===== src/rtl/iod_rx_train_pkg.sv =====
// Shared types and constants for the RX IOD eye-training controller.
// Holds the FSM state enum, pulse-vector bit positions and the default training word.
package iod_rx_train_pkg;

  typedef enum logic [3:0] {
    ST_IDLE,
    ST_LOAD,
    ST_CLEAR,
    ST_SETTLE,
    ST_SAMPLE,
    ST_EVAL,
    ST_STEP,
    ST_CENTER,
    ST_PARK_LOAD,
    ST_PARK_MOVE,
    ST_PARK_SETTLE,
    ST_CHECK,
    ST_SLIP,
    ST_SLIP_SETTLE,
    ST_DONE,
    ST_ERR
  } train_state_e;

  // Bit positions inside the one-hot pulse request vector.
  localparam int PULSE_W     = 4;
  localparam int PULSE_LOAD  = 0;
  localparam int PULSE_MOVE  = 1;
  localparam int PULSE_CLEAR = 2;
  localparam int PULSE_SLIP  = 3;

  localparam logic [3:0] DEFAULT_TRAIN_PATTERN = 4'b1100;

endpackage


===== src/rtl/iod_eye_window_tracker.sv =====
// Tracks runs of consecutive passing delay taps and keeps the longest one.
// Ties keep the earliest run; a run still open on the last tap closes on that tap.
module iod_eye_window_tracker (
  input  logic       clk,
  input  logic       rst_n,
  input  logic       clear,
  input  logic       tap_valid,
  input  logic       tap_pass,
  input  logic       tap_last,
  input  logic [7:0] tap_idx,
  output logic [7:0] best_start,
  output logic [8:0] best_len
);

  logic [7:0] run_start;
  logic [8:0] run_len;
  logic [7:0] cand_start;
  logic [8:0] cand_len;
  logic       run_closes;

  always_comb begin
    cand_start = run_start;
    cand_len   = run_len;
    if (tap_pass) begin
      if (run_len == '0) cand_start = tap_idx;
      cand_len = run_len + 9'd1;
    end
    run_closes = !tap_pass || tap_last;
  end

  // Strictly-greater comparison is what keeps the lowest-start run on ties.
  always_ff @(posedge clk) begin
    if (!rst_n || clear) begin
      run_start  <= '0;
      run_len    <= '0;
      best_start <= '0;
      best_len   <= '0;
    end else if (tap_valid) begin
      if (run_closes && (cand_len > best_len)) begin
        best_start <= cand_start;
        best_len   <= cand_len;
      end
      run_start <= cand_start;
      run_len   <= run_closes ? '0 : cand_len;
    end
  end

endmodule


===== src/rtl/iod_rx_eye_train_ctrl.sv =====
// RX IOD lane training: sweeps the delay line scoring taps from the eye monitor,
// parks at the centre of the widest clean window, then bit-slips onto the training word.
module iod_rx_eye_train_ctrl
  import iod_rx_train_pkg::*;
#(
  parameter int RX_WIDTH      = 4,
  parameter int TAP_MAX       = 127,
  parameter int SETTLE_CYCLES = 16,
  parameter int SAMPLE_CYCLES = 32,
  parameter int MIN_EYE       = 4,
  parameter logic [RX_WIDTH-1:0] TRAIN_PATTERN = RX_WIDTH'(DEFAULT_TRAIN_PATTERN)
) (
  input  logic                FAB_CLK,
  input  logic                SYNC_RST_N,
  input  logic                TRAIN_START,
  input  logic                EYE_MONITOR_EARLY,
  input  logic                EYE_MONITOR_LATE,
  input  logic [RX_WIDTH-1:0] RX_DATA,
  output logic                DELAY_LINE_LOAD,
  output logic                DELAY_LINE_MOVE,
  output logic                DELAY_LINE_DIRECTION,
  output logic                EYE_MONITOR_CLEAR_FLAGS,
  output logic                RX_BIT_SLIP,
  output logic                BUSY,
  output logic                TRAIN_DONE,
  output logic                TRAIN_ERR,
  output logic [7:0]          TAP_CENTER,
  output logic [8:0]          EYE_WIDTH
);

  localparam int               CNT_W       = 16;
  localparam logic [CNT_W-1:0] SETTLE_LAST = CNT_W'(SETTLE_CYCLES - 1);
  localparam logic [CNT_W-1:0] SAMPLE_LAST = CNT_W'(SAMPLE_CYCLES - 1);
  localparam logic [7:0]       TAP_LAST    = 8'(TAP_MAX);
  localparam logic [7:0]       SLIP_LIMIT  = 8'(2 * RX_WIDTH - 1);
  localparam logic [8:0]       MIN_EYE_W   = 9'(MIN_EYE);

  train_state_e       state, next_state;
  logic [CNT_W-1:0]   cnt;
  logic [7:0]         tap, park_cnt, slip_cnt;
  logic               tap_fail, check_bad;
  logic [7:0]         best_start, center_calc;
  logic [8:0]         best_len;
  logic [PULSE_W-1:0] pulse_next;
  logic               start_ok, data_bad;

  iod_eye_window_tracker u_tracker (
    .clk        (FAB_CLK),
    .rst_n      (SYNC_RST_N),
    .clear      (start_ok),
    .tap_valid  (state == ST_EVAL),
    .tap_pass   (!tap_fail),
    .tap_last   (tap == TAP_LAST),
    .tap_idx    (tap),
    .best_start (best_start),
    .best_len   (best_len)
  );

  always_comb begin
    next_state  = state;
    pulse_next  = '0;
    start_ok    = TRAIN_START && (state inside {ST_IDLE, ST_DONE, ST_ERR});
    data_bad    = check_bad || (RX_DATA != TRAIN_PATTERN);
    center_calc = best_start + best_len[8:1];
    case (state)
      ST_IDLE, ST_DONE, ST_ERR: if (start_ok) next_state = ST_LOAD;
      ST_LOAD:        next_state = ST_CLEAR;
      ST_CLEAR:       next_state = ST_SETTLE;
      ST_SETTLE:      if (cnt == SETTLE_LAST) next_state = ST_SAMPLE;
      ST_SAMPLE:      if (cnt == SAMPLE_LAST) next_state = ST_EVAL;
      ST_EVAL:        next_state = (tap == TAP_LAST) ? ST_CENTER : ST_STEP;
      ST_STEP:        next_state = ST_CLEAR;
      ST_CENTER:      next_state = (best_len < MIN_EYE_W) ? ST_ERR : ST_PARK_LOAD;
      ST_PARK_LOAD:   next_state = ST_PARK_SETTLE;
      ST_PARK_MOVE:   next_state = ST_PARK_SETTLE;
      ST_PARK_SETTLE: begin
        if (cnt == SETTLE_LAST)
          next_state = (park_cnt == TAP_CENTER) ? ST_CHECK : ST_PARK_MOVE;
      end
      // The final sample cycle is folded into the verdict through data_bad.
      ST_CHECK: begin
        if (cnt == SAMPLE_LAST) begin
          if (!data_bad)                  next_state = ST_DONE;
          else if (slip_cnt == SLIP_LIMIT) next_state = ST_ERR;
          else                             next_state = ST_SLIP;
        end
      end
      ST_SLIP:        next_state = ST_SLIP_SETTLE;
      ST_SLIP_SETTLE: if (cnt == SETTLE_LAST) next_state = ST_CHECK;
      default:        next_state = ST_IDLE;
    endcase
    case (next_state)
      ST_LOAD, ST_PARK_LOAD: pulse_next[PULSE_LOAD]  = 1'b1;
      ST_STEP, ST_PARK_MOVE: pulse_next[PULSE_MOVE]  = 1'b1;
      ST_CLEAR:              pulse_next[PULSE_CLEAR] = 1'b1;
      ST_SLIP:               pulse_next[PULSE_SLIP]  = 1'b1;
      default: ;
    endcase
  end

  always_ff @(posedge FAB_CLK) begin
    if (!SYNC_RST_N) begin
      state     <= ST_IDLE;
      cnt       <= '0;
      tap       <= '0;
      park_cnt  <= '0;
      slip_cnt  <= '0;
      tap_fail  <= 1'b0;
      check_bad <= 1'b0;
    end else begin
      state <= next_state;
      cnt   <= (next_state != state) ? '0 : cnt + 1'b1;
      if (state == ST_LOAD)      tap <= '0;
      else if (state == ST_STEP) tap <= tap + 8'd1;
      if (state == ST_CLEAR) tap_fail <= 1'b0;
      else if ((state == ST_SAMPLE) && (EYE_MONITOR_EARLY || EYE_MONITOR_LATE)) tap_fail <= 1'b1;
      if (state == ST_PARK_LOAD)      park_cnt <= '0;
      else if (state == ST_PARK_MOVE) park_cnt <= park_cnt + 8'd1;
      if (start_ok)              slip_cnt <= '0;
      else if (state == ST_SLIP) slip_cnt <= slip_cnt + 8'd1;
      if (state != ST_CHECK)                check_bad <= 1'b0;
      else if (RX_DATA != TRAIN_PATTERN)    check_bad <= 1'b1;
    end
  end

  // Outputs are registered from next_state so a reset cycle never emits a pulse.
  always_ff @(posedge FAB_CLK) begin
    if (!SYNC_RST_N) begin
      DELAY_LINE_LOAD         <= 1'b0;
      DELAY_LINE_MOVE         <= 1'b0;
      DELAY_LINE_DIRECTION    <= 1'b0;
      EYE_MONITOR_CLEAR_FLAGS <= 1'b0;
      RX_BIT_SLIP             <= 1'b0;
      BUSY                    <= 1'b0;
      TRAIN_DONE              <= 1'b0;
      TRAIN_ERR               <= 1'b0;
      TAP_CENTER              <= '0;
      EYE_WIDTH               <= '0;
    end else begin
      DELAY_LINE_LOAD         <= pulse_next[PULSE_LOAD];
      DELAY_LINE_MOVE         <= pulse_next[PULSE_MOVE];
      DELAY_LINE_DIRECTION    <= pulse_next[PULSE_MOVE];
      EYE_MONITOR_CLEAR_FLAGS <= pulse_next[PULSE_CLEAR];
      RX_BIT_SLIP             <= pulse_next[PULSE_SLIP];
      BUSY                    <= !(next_state inside {ST_IDLE, ST_DONE, ST_ERR});
      TRAIN_DONE              <= (next_state == ST_DONE);
      TRAIN_ERR               <= (next_state == ST_ERR);
      if (start_ok) begin
        TAP_CENTER <= '0;
        EYE_WIDTH  <= '0;
      end else if (state == ST_CENTER) begin
        EYE_WIDTH  <= best_len;
        TAP_CENTER <= (best_len < MIN_EYE_W) ? '0 : center_calc;
      end
    end
  end

endmodule


===== config.mk =====
export PLATFORM = sky130hd
export DESIGN_NAME = iod_rx_eye_train_ctrl
export DESIGN_NICKNAME = d
export VERILOG_FILES = /design/src/rtl/iod_rx_train_pkg.sv /design/src/rtl/iod_eye_window_tracker.sv /design/src/rtl/iod_rx_eye_train_ctrl.sv
export SDC_FILE = /design/constraint.sdc
export NUM_CORES = 1
export LEC_CHECK = 0
export ABC_AREA = 1
export BUFFER_PORTS_ARGS = -buffer_cell sky130_fd_sc_hd__buf_2
export CORE_UTILIZATION = 45
export DETAILED_ROUTE_END_ITERATION = 6
export HOLD_SLACK_MARGIN = 0.08
export REMOVE_ABC_BUFFERS = 1
export SETUP_SLACK_MARGIN = 0.3
export SLEW_MARGIN = 30
export SYNTH_ARGS = -nofsm -noshare
export SYNTH_HDL_FRONTEND = slang
export SYNTH_SLANG_ARGS = --single-unit

===== constraint.sdc =====
create_clock -name FAB_CLK -period 6.13 [get_ports FAB_CLK]
set_clock_uncertainty 0.15 [all_clocks]
set_input_delay 1.226 -clock FAB_CLK [delete_from_list [all_inputs] [get_ports FAB_CLK]]
set_output_delay 1.226 -clock FAB_CLK [all_outputs]
set_load 0.03 [all_outputs]

==> impl_metrics.env, run 1 <==
export IMPL_yosysTopAreaCellShare_pct=37.9
export IMPL_multi_input_area_um2=2930
export IMPL_worstSetupPathType="flip-flop to flip-flop"
export IMPL_viasPerCell=5.07
export IMPL_start_util_pct=47.1
export IMPL_gp_congestion=0.899
export IMPL_netlist_area_um2=5490
export IMPL_fin_crit_sh_pct=58.1
export IMPL_syn_avg_cell_area_um2=7.07
export IMPL_leakage_nw=2.54
export IMPL_period_minus_slack_ns=3.56
export IMPL_seqCellArea_um2=2080
export IMPL_ir_drop_mv=0.192
export IMPL_syn_to_final_growth_pct=9.95
export IMPL_dieHeight_um=112
export IMPL_maxCapViolations=0
export IMPL_clockBufferDepth=2
export IMPL_endpoint_kind="flip-flop"
export IMPL_synth_most_common_cell="nand2_1"
export IMPL_critPathMaxFanout=25
export IMPL_tns_ns=0
export IMPL_drc=0
export IMPL_rsz0062_at_grt="false"
export IMPL_htree_num_levels=3
export IMPL_antenna_found_initial=0
export IMPL_drive_above_1_share_pct=10.5
export IMPL_root_buffer="clkbuf_16"
export IMPL_hp_class="flip-flop to flip-flop"
export IMPL_core_area_um2=11700
export IMPL_post_drt_wl_per_cell_um=12.9
export IMPL_grt_pass1_vias=4529
export IMPL_synthTopCellsByArea="dfxtp_1, nand2_1, nor2_1, inv_1, a21oi_1"
export IMPL_cts_resized=0
export IMPL_grt_max_degree=38
export IMPL_clk_pin_slew_ns=0.07
export IMPL_die_w_um=112
export IMPL_postCtsSetupBuffers=0
export IMPL_clock_latency_ns=0.36
export IMPL_crit_required_ns=6.23
export IMPL_portBuffers=33
export IMPL_fmax_mhz=281
export IMPL_ioPinCount=34
export IMPL_p_total_mw=1.63
export IMPL_start_kind="flip-flop"
export IMPL_synth_commonest_cells="nand2_1, nor2_1, dfxtp_1"
export IMPL_pwr_density_cell_nw_per_um2=271
export IMPL_diodes=0
export IMPL_slew_viol_final=0
export IMPL_holdWs_ns=0.307
export IMPL_setup_viol=0
export IMPL_ys_warn_count=0
export IMPL_ant_nets=0
export IMPL_cts_tree="yes"
export IMPL_dieArea_um2=12700
export IMPL_status="finished clean"
export IMPL_vias=4819
export IMPL_cts_made_buffers=9
export IMPL_drt_iter0_drc=224
export IMPL_relSlewSlack_pct=45.6
export IMPL_grt_total_usage_pct=20.6
export IMPL_postCtsHoldBufs=0
export IMPL_nets=835
export IMPL_synth_largest_area_cell="dfxtp_1"
export IMPL_grt_overflow_total=0
export IMPL_syn_inst=777
export IMPL_synth_edf_count=0
export IMPL_final_hold_violation_count=0
export IMPL_hpwl_um=9290
export IMPL_nFillCells=1190
export IMPL_ys_seq_area_share_pct=37.9
export IMPL_ys_ff_latch=104
export IMPL_tightest_slew_ns=0.815
export IMPL_routed_wl_um=12200
export IMPL_ys_flop_type="dfxtp_1"
export IMPL_worstPathArrival_ns=3.66
export IMPL_synth_distinct_cells=43
export IMPL_clock_sinks=104
export IMPL_drt_pass1_iterations=5
export IMPL_num_rows=39
export IMPL_grt_pass1_wl_um=20800
export IMPL_synth_async_reset_ratio_pct=0
[worst max-delay path: stages, from the launching register on]
cell and delay [ns]:
dfxtp_1 0.38, ha_1 0.19, nand4_1 0.15, nor3_1 0.29, nand3_1 0.15, xnor2_1 0.18, ha_1 0.33, nand3_1 0.09
nor4_1 0.19, nor3_1 0.08, nand2_1 0.54, clkinv_1 0.43, o21ai_0 0.24, a21oi_1 0.06
[metal layers]
| metal | vias to the layer above | track usage (%) | routed length (um) |
|---|---|---|---|
| li1 | 2553 | - | - |
| met1 | 2178 | 27.1 | 6290 |
| met2 | 76 | 33.6 | 5320 |
| met3 | 12 | 4.27 | 413 |
| met4 | 0 | 7.38 | 207 |
| met5 | - | 0 | 0 |
[power by group]
| group | total [mW] | switching (mW) | internal (mW) | leakage [nW] |
|---|---|---|---|---|
| sequential | 0.708 | 0.0170 | 0.691 | 0.839 |
| clock | 0.595 | 0.274 | 0.322 | 0.148 |
| combinational | 0.331 | 0.260 | 0.0704 | 1.56 |
| total | 1.63 | 0.551 | 1.08 | 2.54 |
[cells in the final DEF, fill, tap and decap left out, types with 2 or more instances in the layout]
master and count:
nor2_2 6, nor3_2 11, a21oi_1 58, nand4_1 9, nor2_4 3, and3_1 2, nor4_1 2, a211oi_1 2
nand3_1 35, dfxtp_1 104, nor2_1 118, inv_2 3, ha_1 22, xor2_1 19, buf_2 33, a22oi_1 3
a21oi_2 2, clkinv_1 2, nor3_1 27, clkbuf_16 9, nor3b_1 5, nand2_2 5, xnor2_1 14, clkinv_2 2
o21ai_0 51, inv_1 94, nand2_1 147, clkinv_4 2, o21ai_1 3
[final timing paths]
kind | from | endpoint | slack (ns) | cells after the start
max | u_tracker.run_len[0] | u_tracker.best_len[0] | 2.57 | 13
min | EYE_WIDTH[6] | EYE_WIDTH[6] | 0.31 | 2
max reg2reg | u_tracker.run_len[0] | u_tracker.best_len[0] | 2.57 | 13
min reg2reg | EYE_WIDTH[6] | EYE_WIDTH[6] | 0.31 | 2
[state kept, by name, indices dropped and copies added (netlist names), 9 cells and up]
signal              cells
u_tracker.best_len      9
u_tracker.run_len       9
EYE_WIDTH               9
cnt                    16
[metrics by stage]
step	util (%)	instances	cell area, um2	setup WS (ns)
global route	51.8	951	6040	2.06
finish	51.8	951	6040	2.57
detailed placement	49.2	935	5740	2.56
floorplan	-	759	5390	3.15
global placement	49.2	935	5730	2.52
CTS	51.8	951	6040	2.55
[kinds of logic after synthesis]
| logic type | synth area share [%] |
|---|---|
| AND/OR/NAND/NOR | 30.8 |
| AO/OA/AOI/OAI | 11.9 |
| buffers and inverters | 8.77 |
| flip-flops | 37.9 |
| XOR/XNOR | 5.26 |
| adder cells (fa/ha/maj) | 5.37 |
[cell type report]
class,instances,area share [%]
multi-input combinational,555,48.6
sequential,104,34.5
inverter,100,6.23
clock buffer,9,3.73
tap,143,2.96
timing repair buffer,33,2.73
clock inverter,7,1.33
Power figures use the tool's default switching activity.
==> inputs of run 2 (changes only) <==
--- a/config.mk
+++ b/config.mk
@@ -5,7 +5,7 @@
 export SDC_FILE = /design/constraint.sdc
 export NUM_CORES = 1
 export LEC_CHECK = 0
-export ABC_AREA = 1
+export ABC_AREA = 0
 export BUFFER_PORTS_ARGS = -buffer_cell sky130_fd_sc_hd__buf_2
 export CORE_UTILIZATION = 45
 export DETAILED_ROUTE_END_ITERATION = 6
==> constraint.sdc (replaced) <==
create_clock -name FAB_CLK -period 3.1 [get_ports FAB_CLK]
set_clock_uncertainty 0.15 [all_clocks]
set_input_delay 0.62 -clock FAB_CLK [delete_from_list [all_inputs] [get_ports FAB_CLK]]
set_output_delay 0.62 -clock FAB_CLK [all_outputs]
set_load 0.03 [all_outputs]
==> impl_metrics.env, run 2 <==
export IMPL_num_rows=39
export IMPL_ys_flop_type="dfxtp_1"
export IMPL_endpoint_kind="flip-flop"
export IMPL_drt_iter0_drc=363
export IMPL_worstSetupPathType="flip-flop to flip-flop"
export IMPL_syn_to_final_growth_pct=27.5
export IMPL_synth_edf_count=0
export IMPL_grt_pass1_wl_um=21900
export IMPL_hpwl_um=9490
export IMPL_diodes=0
export IMPL_grt_pass1_vias=4535
export IMPL_drt_pass1_iterations=7
export IMPL_critPathMaxFanout=8
export IMPL_start_util_pct=46.6
export IMPL_antenna_found_initial=0
export IMPL_synth_async_reset_ratio_pct=0
export IMPL_crit_required_ns=3.18
export IMPL_ir_drop_mv=0.233
export IMPL_yosysTopAreaCellShare_pct=38.6
export IMPL_core_area_um2=11600
export IMPL_place_ws_ns=-0.0224
export IMPL_design_area_um2=6880
export IMPL_worst_path_max_delay_cell="or4_4"
export IMPL_rsz0062_at_grt="true"
export IMPL_mostFrequentLayoutCells="dfxtp_1, nor2_1, buf_4, nand2_1, buf_2"
export IMPL_synth_most_common_cell="dfxtp_1"
export IMPL_clockBufferDepth=2
export IMPL_grt_max_degree=43
export IMPL_ys_warn_count=0
export IMPL_tightest_slew_ns=0.936
export IMPL_critPathBufInv=1
export IMPL_multi_input_area_um2=3500
export IMPL_post_drt_wl_per_cell_um=16.6
export IMPL_fmax_mhz=323
export IMPL_slew_viol_final=0
export IMPL_ant_nets=0
export IMPL_cts_made_buffers=9
export IMPL_die_w_um=111
export IMPL_start_kind="flip-flop"
export IMPL_relSlewSlack_pct=37.1
export IMPL_ioPinCount=34
export IMPL_clock_latency_ns=0.35
export IMPL_hp_class="flip-flop to flip-flop"
export IMPL_htree_num_levels=3
export IMPL_syn_avg_cell_area_um2=8.63
export IMPL_r2r_start="cnt[12]"
export IMPL_clk_pin_slew_ns=0.07
export IMPL_synth_largest_area_cell="dfxtp_1"
export IMPL_drc=5
export IMPL_final_common_cell="dfxtp_1"
export IMPL_setup_slack_ns=0.00755
export IMPL_vias=4883
export IMPL_nets=733
export IMPL_r2r_end="cnt[4]"
export IMPL_dieArea_um2=12400
export IMPL_routed_wl_um=14100
export IMPL_clock_sinks=104
export IMPL_path_cells="or4_4 > nor4_4 > buf_4 > mux2_4 > a221oi_4 > a211oi_4 > a31o_4 > a2111oi_1"
export IMPL_netlist_area_um2=5390
export IMPL_fin_crit_sh_pct=99.8
export IMPL_cpPeakStageDelay_ns=0.57
export IMPL_pwr_density_cell_nw_per_um2=459
export IMPL_ys_ff_latch=104
export IMPL_leakage_nw=2.63
export IMPL_nFillCells=989
export IMPL_largest_reg_flops=16
export IMPL_drive_above_1_share_pct=27.3
export IMPL_dieHeight_um=111
export IMPL_top_register="cnt"
export IMPL_period_minus_slack_ns=3.09
export IMPL_portBuffers=33
export IMPL_cts_tree="yes"
export IMPL_worstPathArrival_ns=3.17
export IMPL_viasPerCell=5.75
export IMPL_holdWs_ns=0.303
export IMPL_tns_ns=0
export IMPL_synthTopCellsByArea="dfxtp_1, ha_1, nor2_1, xnor2_1, mux2i_1"
export IMPL_root_buffer="clkbuf_16"
export IMPL_status="finished, violations left"
export IMPL_p_total_mw=3.16
export IMPL_whs_path_depth=2
export IMPL_ys_seq_area_share_pct=38.6
export IMPL_grt_total_usage_pct=21.8
export IMPL_min_from="EYE_WIDTH[7]"
export IMPL_synth_distinct_cells=59
export IMPL_placedInstanceArea_um2=5950
export IMPL_r2r_setup_slack_ns=0.008
export IMPL_crit_family="compound AO/OA/AOI/OAI gates"
export IMPL_hold_end="EYE_WIDTH[7]"
export IMPL_syn_inst=625
export IMPL_r2r_cells=8
export IMPL_final_hold_violation_count=0
export IMPL_setup_viol=0
export IMPL_maxCapViolations=0
export IMPL_critPathLaunch="cnt[12]"
export IMPL_seqCellArea_um2=2100
export IMPL_violations="DRC"
export IMPL_grt_overflow_total=0
export IMPL_synth_commonest_cells="dfxtp_1, nor2_1, nand2_1"
export IMPL_gp_congestion=0.830
## run 2: cell count changes in the layout (fill, tap and decap cells not counted), moves of 10 or more
cell	delta
nand4_1	+17
inv_1	-75
mux2i_1	+23
buf_4	+58
nor2_1	-51
a21oi_1	-26
o21ai_0	-41
nand2_1	-92
nor3_1	-17
nor3_2	-10
xnor2_1	+11
nor4_2	+10
## run 2: layer usage
layer  track usage, %  part of all wire, %  vias up
li1                 -                    -     2391
met1             29.0                   47     2363
met2             34.8                   47      101
met3             3.76                  3.9       28
met4             9.55                  1.9        0
met5                0                    0        -
## run 2: worst max path at each step
stage	end	slack, ns	depth (start not counted)
2_1_floorplan	u_tracker.best_start[0]	-0.18	11
3_3_place_gp	u_tracker.best_len[0]	-0.20	11
3_5_place_dp	cnt[12]	-0.02	9
4_1_cts	cnt[12]	0.08	10
5_1_grt	cnt[12]	-0.12	9
6_report	cnt[4]	0.008	8
## run 2: area by class of cell
| cell class | instances | area share (%) |
|---|---|---|
| multi-input combinational | 470 | 50.9 |
| inverter | 20 | 1.09 |
| sequential | 104 | 30.5 |
| clock inverter | 7 | 1.60 |
| tap | 143 | 2.60 |
| clock buffer | 9 | 3.28 |
| timing repair buffer | 96 | 10.1 |
## run 2: kinds of logic after synthesis
group	after synthesis	synth area share, %
flip-flops	104	38.6
adder cells (fa/ha/maj)	23	5.48
XOR/XNOR	54	8.77
multiplexers	25	4.69
buffers and inverters	52	3.87
AO/OA/AOI/OAI	98	11.8
AND/OR/NAND/NOR	269	26.8
## run 2: power by group
group | total, mW | internal (mW) | switching, mW
Clock | 1.28 | 0.783 | 0.493
Combinational | 0.509 | 0.174 | 0.335
Sequential | 1.37 | 1.35 | 0.0172
Total | 3.16 | 2.31 | 0.845
## run 2: worst min-delay path: cells and delay by family (launching register included)
family | cells | cell delay [ns]
flip-flops | 1 | 0.31
AO/OA/AOI/OAI | 1 | 0.05
AND/OR/NAND/NOR | 1 | 0.05
## run 2: stage by stage
step                      util [%]  std cells
after floorplan                  -        593
after global placement        51.4        814
after detailed placement      51.4        814
after CTS                     55.4        837
after global routing          59.5        849
final                         59.5        849
## run 2: timing repair
item                       in CTS  in global routing
setup endpoints to repair      40                 42
gates cloned                    0                  4
hold buffers                    0                  0
gates resized for setup        16                 67
buffers inserted                7                  8
pin swaps                       9                 24
==> inputs of run 3 (changes only) <==
--- a/config.mk
+++ b/config.mk
@@ -7,9 +7,11 @@
 export LEC_CHECK = 0
 export ABC_AREA = 0
 export BUFFER_PORTS_ARGS = -buffer_cell sky130_fd_sc_hd__buf_2
-export CORE_UTILIZATION = 45
+export CORE_ASPECT_RATIO = 0.9
+export CORE_UTILIZATION = 55
 export DETAILED_ROUTE_END_ITERATION = 6
 export HOLD_SLACK_MARGIN = 0.08
+export PLACE_DENSITY = 0.76
 export REMOVE_ABC_BUFFERS = 1
 export SETUP_SLACK_MARGIN = 0.3
 export SLEW_MARGIN = 30
==> impl_metrics.env, run 3 (synthesis gave the netlist of run 2 again) <==
export IMPL_syn_to_final_growth_pct=22.8
export IMPL_pwr_density_cell_nw_per_um2=423
export IMPL_post_drt_wl_per_cell_um=17.4
export IMPL_worstPathArrival_ns=3.24
export IMPL_endpoint_kind="flip-flop"
export IMPL_cpPeakStageDelay_ns=0.60
export IMPL_status="finished, violations left"
export IMPL_htree_num_levels=3
export IMPL_grt_overflow_total=0
export IMPL_share_comb_of_total_power_pct=22.8
export IMPL_critPathLaunch="cnt[6]"
export IMPL_hpwl_um=9250
export IMPL_clockBufferDepth=2
export IMPL_fin_cells=822
export IMPL_r2r_start="cnt[6]"
export IMPL_tightest_slew_ns=0.800
export IMPL_mostFrequentLayoutCells="dfxtp_1, nor2_1, nand2_1, buf_4, a21oi_1"
export IMPL_vias=5015
export IMPL_p_sw_mw=0.866
export IMPL_grt_total_usage_pct=28.3
export IMPL_clock_sinks=104
export IMPL_r2r_cells=9
export IMPL_grt_max_degree=24
export IMPL_cts_made_buffers=9
export IMPL_final_hold_violation_count=0
export IMPL_rsz0062_at_grt="true"
export IMPL_fmax_mhz=318
export IMPL_start_kind="flip-flop"
export IMPL_antenna_found_initial=0
export IMPL_setup_slack_ns=-0.0448
export IMPL_path_cells="or4_4 > nor4_4 > buf_4 > o221ai_2 > or4_4 > nor4b_4 > nor4_4 > buf_6 > nor4_2"
export IMPL_drc=0
export IMPL_fin_crit_sh_pct=101
export IMPL_drt_iter0_drc=484
export IMPL_ir_drop_mv=0.356
export IMPL_cts_tree="yes"
export IMPL_root_buffer="clkbuf_8"
export IMPL_r2r_setup_slack_ns=-0.04
export IMPL_leakage_nw=2.50
export IMPL_nets=727
export IMPL_dieArea_um2=10200
export IMPL_drive_above_1_share_pct=25.4
export IMPL_critPathMaxFanout=7
export IMPL_maxCapViolations=0
export IMPL_num_rows=33
export IMPL_core_area_um2=9330
export IMPL_r2r_end="cnt[6]"
export IMPL_die_w_um=106
export IMPL_cp_num_cells=9
export IMPL_diodes=0
export IMPL_critPathBufInv=2
export IMPL_portBuffers=33
export IMPL_final_common_cell="dfxtp_1"
export IMPL_violations="setup timing"
export IMPL_ioPinCount=34
export IMPL_clock_latency_ns=0.38
export IMPL_clk_pin_slew_ns=0.10
export IMPL_swShare_pct=30.9
export IMPL_drt_pass1_iterations=5
export IMPL_crit_family="simple AND/OR/NAND/NOR gates"
export IMPL_worstSetupPathType="flip-flop to flip-flop"
export IMPL_slew_viol_final=0
export IMPL_setup_viol=14
export IMPL_period_minus_slack_ns=3.14
export IMPL_routed_wl_um=14300
export IMPL_grt_pass1_wl_um=22700
export IMPL_pwr_share_seq_pct=49.4
export IMPL_top_register="cnt"
export IMPL_clock_power_share_pct=27.8
export IMPL_p_int_mw=1.93
export IMPL_postCtsHoldBufs=0
export IMPL_critical_path_endpoint="cnt[6]"
export IMPL_utilization_pct=71.0
export IMPL_gp_congestion=0.912
export IMPL_worst_path_max_delay_cell="or4_4"
export IMPL_largest_reg_flops=16
export IMPL_dpl_cell_count=781
export IMPL_crit_required_ns=3.19
export IMPL_start_util_pct=57.8
export IMPL_grt_pass1_vias=4692
export IMPL_hp_class="flip-flop to flip-flop"
export IMPL_dieHeight_um=95.9
export IMPL_viasPerCell=6.10
export IMPL_ant_nets=0
export IMPL_relSlewSlack_pct=46.5
-- run 3: changes by cell type in the layout (fill, tap and decap cells not counted), moves of 6 or more --
cell	change
buf_4	-11
buf_6	+6
clkbuf_16	-11
clkbuf_8	+10
-- run 3: worst min-delay path by stage --
stage	cells past startpoint	slack (ns)	from	endpoint
floorplan	2	0.30	u_tracker.best_len[1]	EYE_WIDTH[1]
global placement	2	0.29	EYE_WIDTH[8]	EYE_WIDTH[8]
detailed placement	2	0.30	EYE_WIDTH[1]	EYE_WIDTH[1]
CTS	2	0.31	EYE_WIDTH[1]	EYE_WIDTH[1]
global route	1	0.32	cnt[0]	cnt[0]
finish	2	0.31	EYE_WIDTH[8]	EYE_WIDTH[8]
-- run 3: what timing repair did --
| action | 4_1_cts | 5_1_grt |
|---|---|---|
| gates resized for setup | 38 | 47 |
| pin swaps | 25 | 9 |
| gates cloned | 1 | 2 |
| endpoints found under the setup margin | 40 | 41 |
| setup buffers | 15 | 7 |
-- run 3: power groups by stage --
stage / Clock [mW] / Sequential, mW / Combinational [mW]
floorplan: 0 / 1.44 / 0.229
global route: 0.840 / 1.39 / 0.670
finish: 0.779 / 1.38 / 0.639
global placement: 0 / 1.40 / 0.400
detailed placement: 0 / 1.41 / 0.415
CTS: 0.792 / 1.38 / 0.598
-- run 3: area by class of cell --
type	instances	area (um2)
Multi-Input combinational cell	470	3500
Tap cell	122	153
Timing Repair Buffer	90	633
Inverter	20	75.1
Sequential cell	104	2090
Clock inverter	4	28.8
Clock buffer	12	145
Fill cell	668	2710
-- run 3: through the flow --
step	worst slack [ns]	power, mW	TNS (ns)	hold WS, ns	cell area, um2
after floorplan	-0.177	1.67	-2.03	0.299	5260
after global placement	0.0500	1.80	0	0.290	5820
after detailed placement	-0.0401	1.82	-0.0730	0.296	5820
after CTS	0.0568	2.77	0	0.311	6330
final	-0.0448	2.80	-0.491	0.312	6620
after global routing	-0.156	2.90	-2.20	0.324	6620
-- run 3: layer usage --
metal / share of wire, % / up-vias / GRT usage, %
li1: - / 2389 / -
met1: 45 / 2386 / 36.8
met2: 46 / 202 / 46.0
met3: 6.2 / 38 / 5.96
met4: 2.7 / 0 / 11.5
met5: 0 / - / 0
-- run 3: tightest hold or removal path, cell delays in order (launching register included) --
cell and delay, ns:
dfxtp_1 0.32, nand2_1 0.05, a21oi_1 0.05
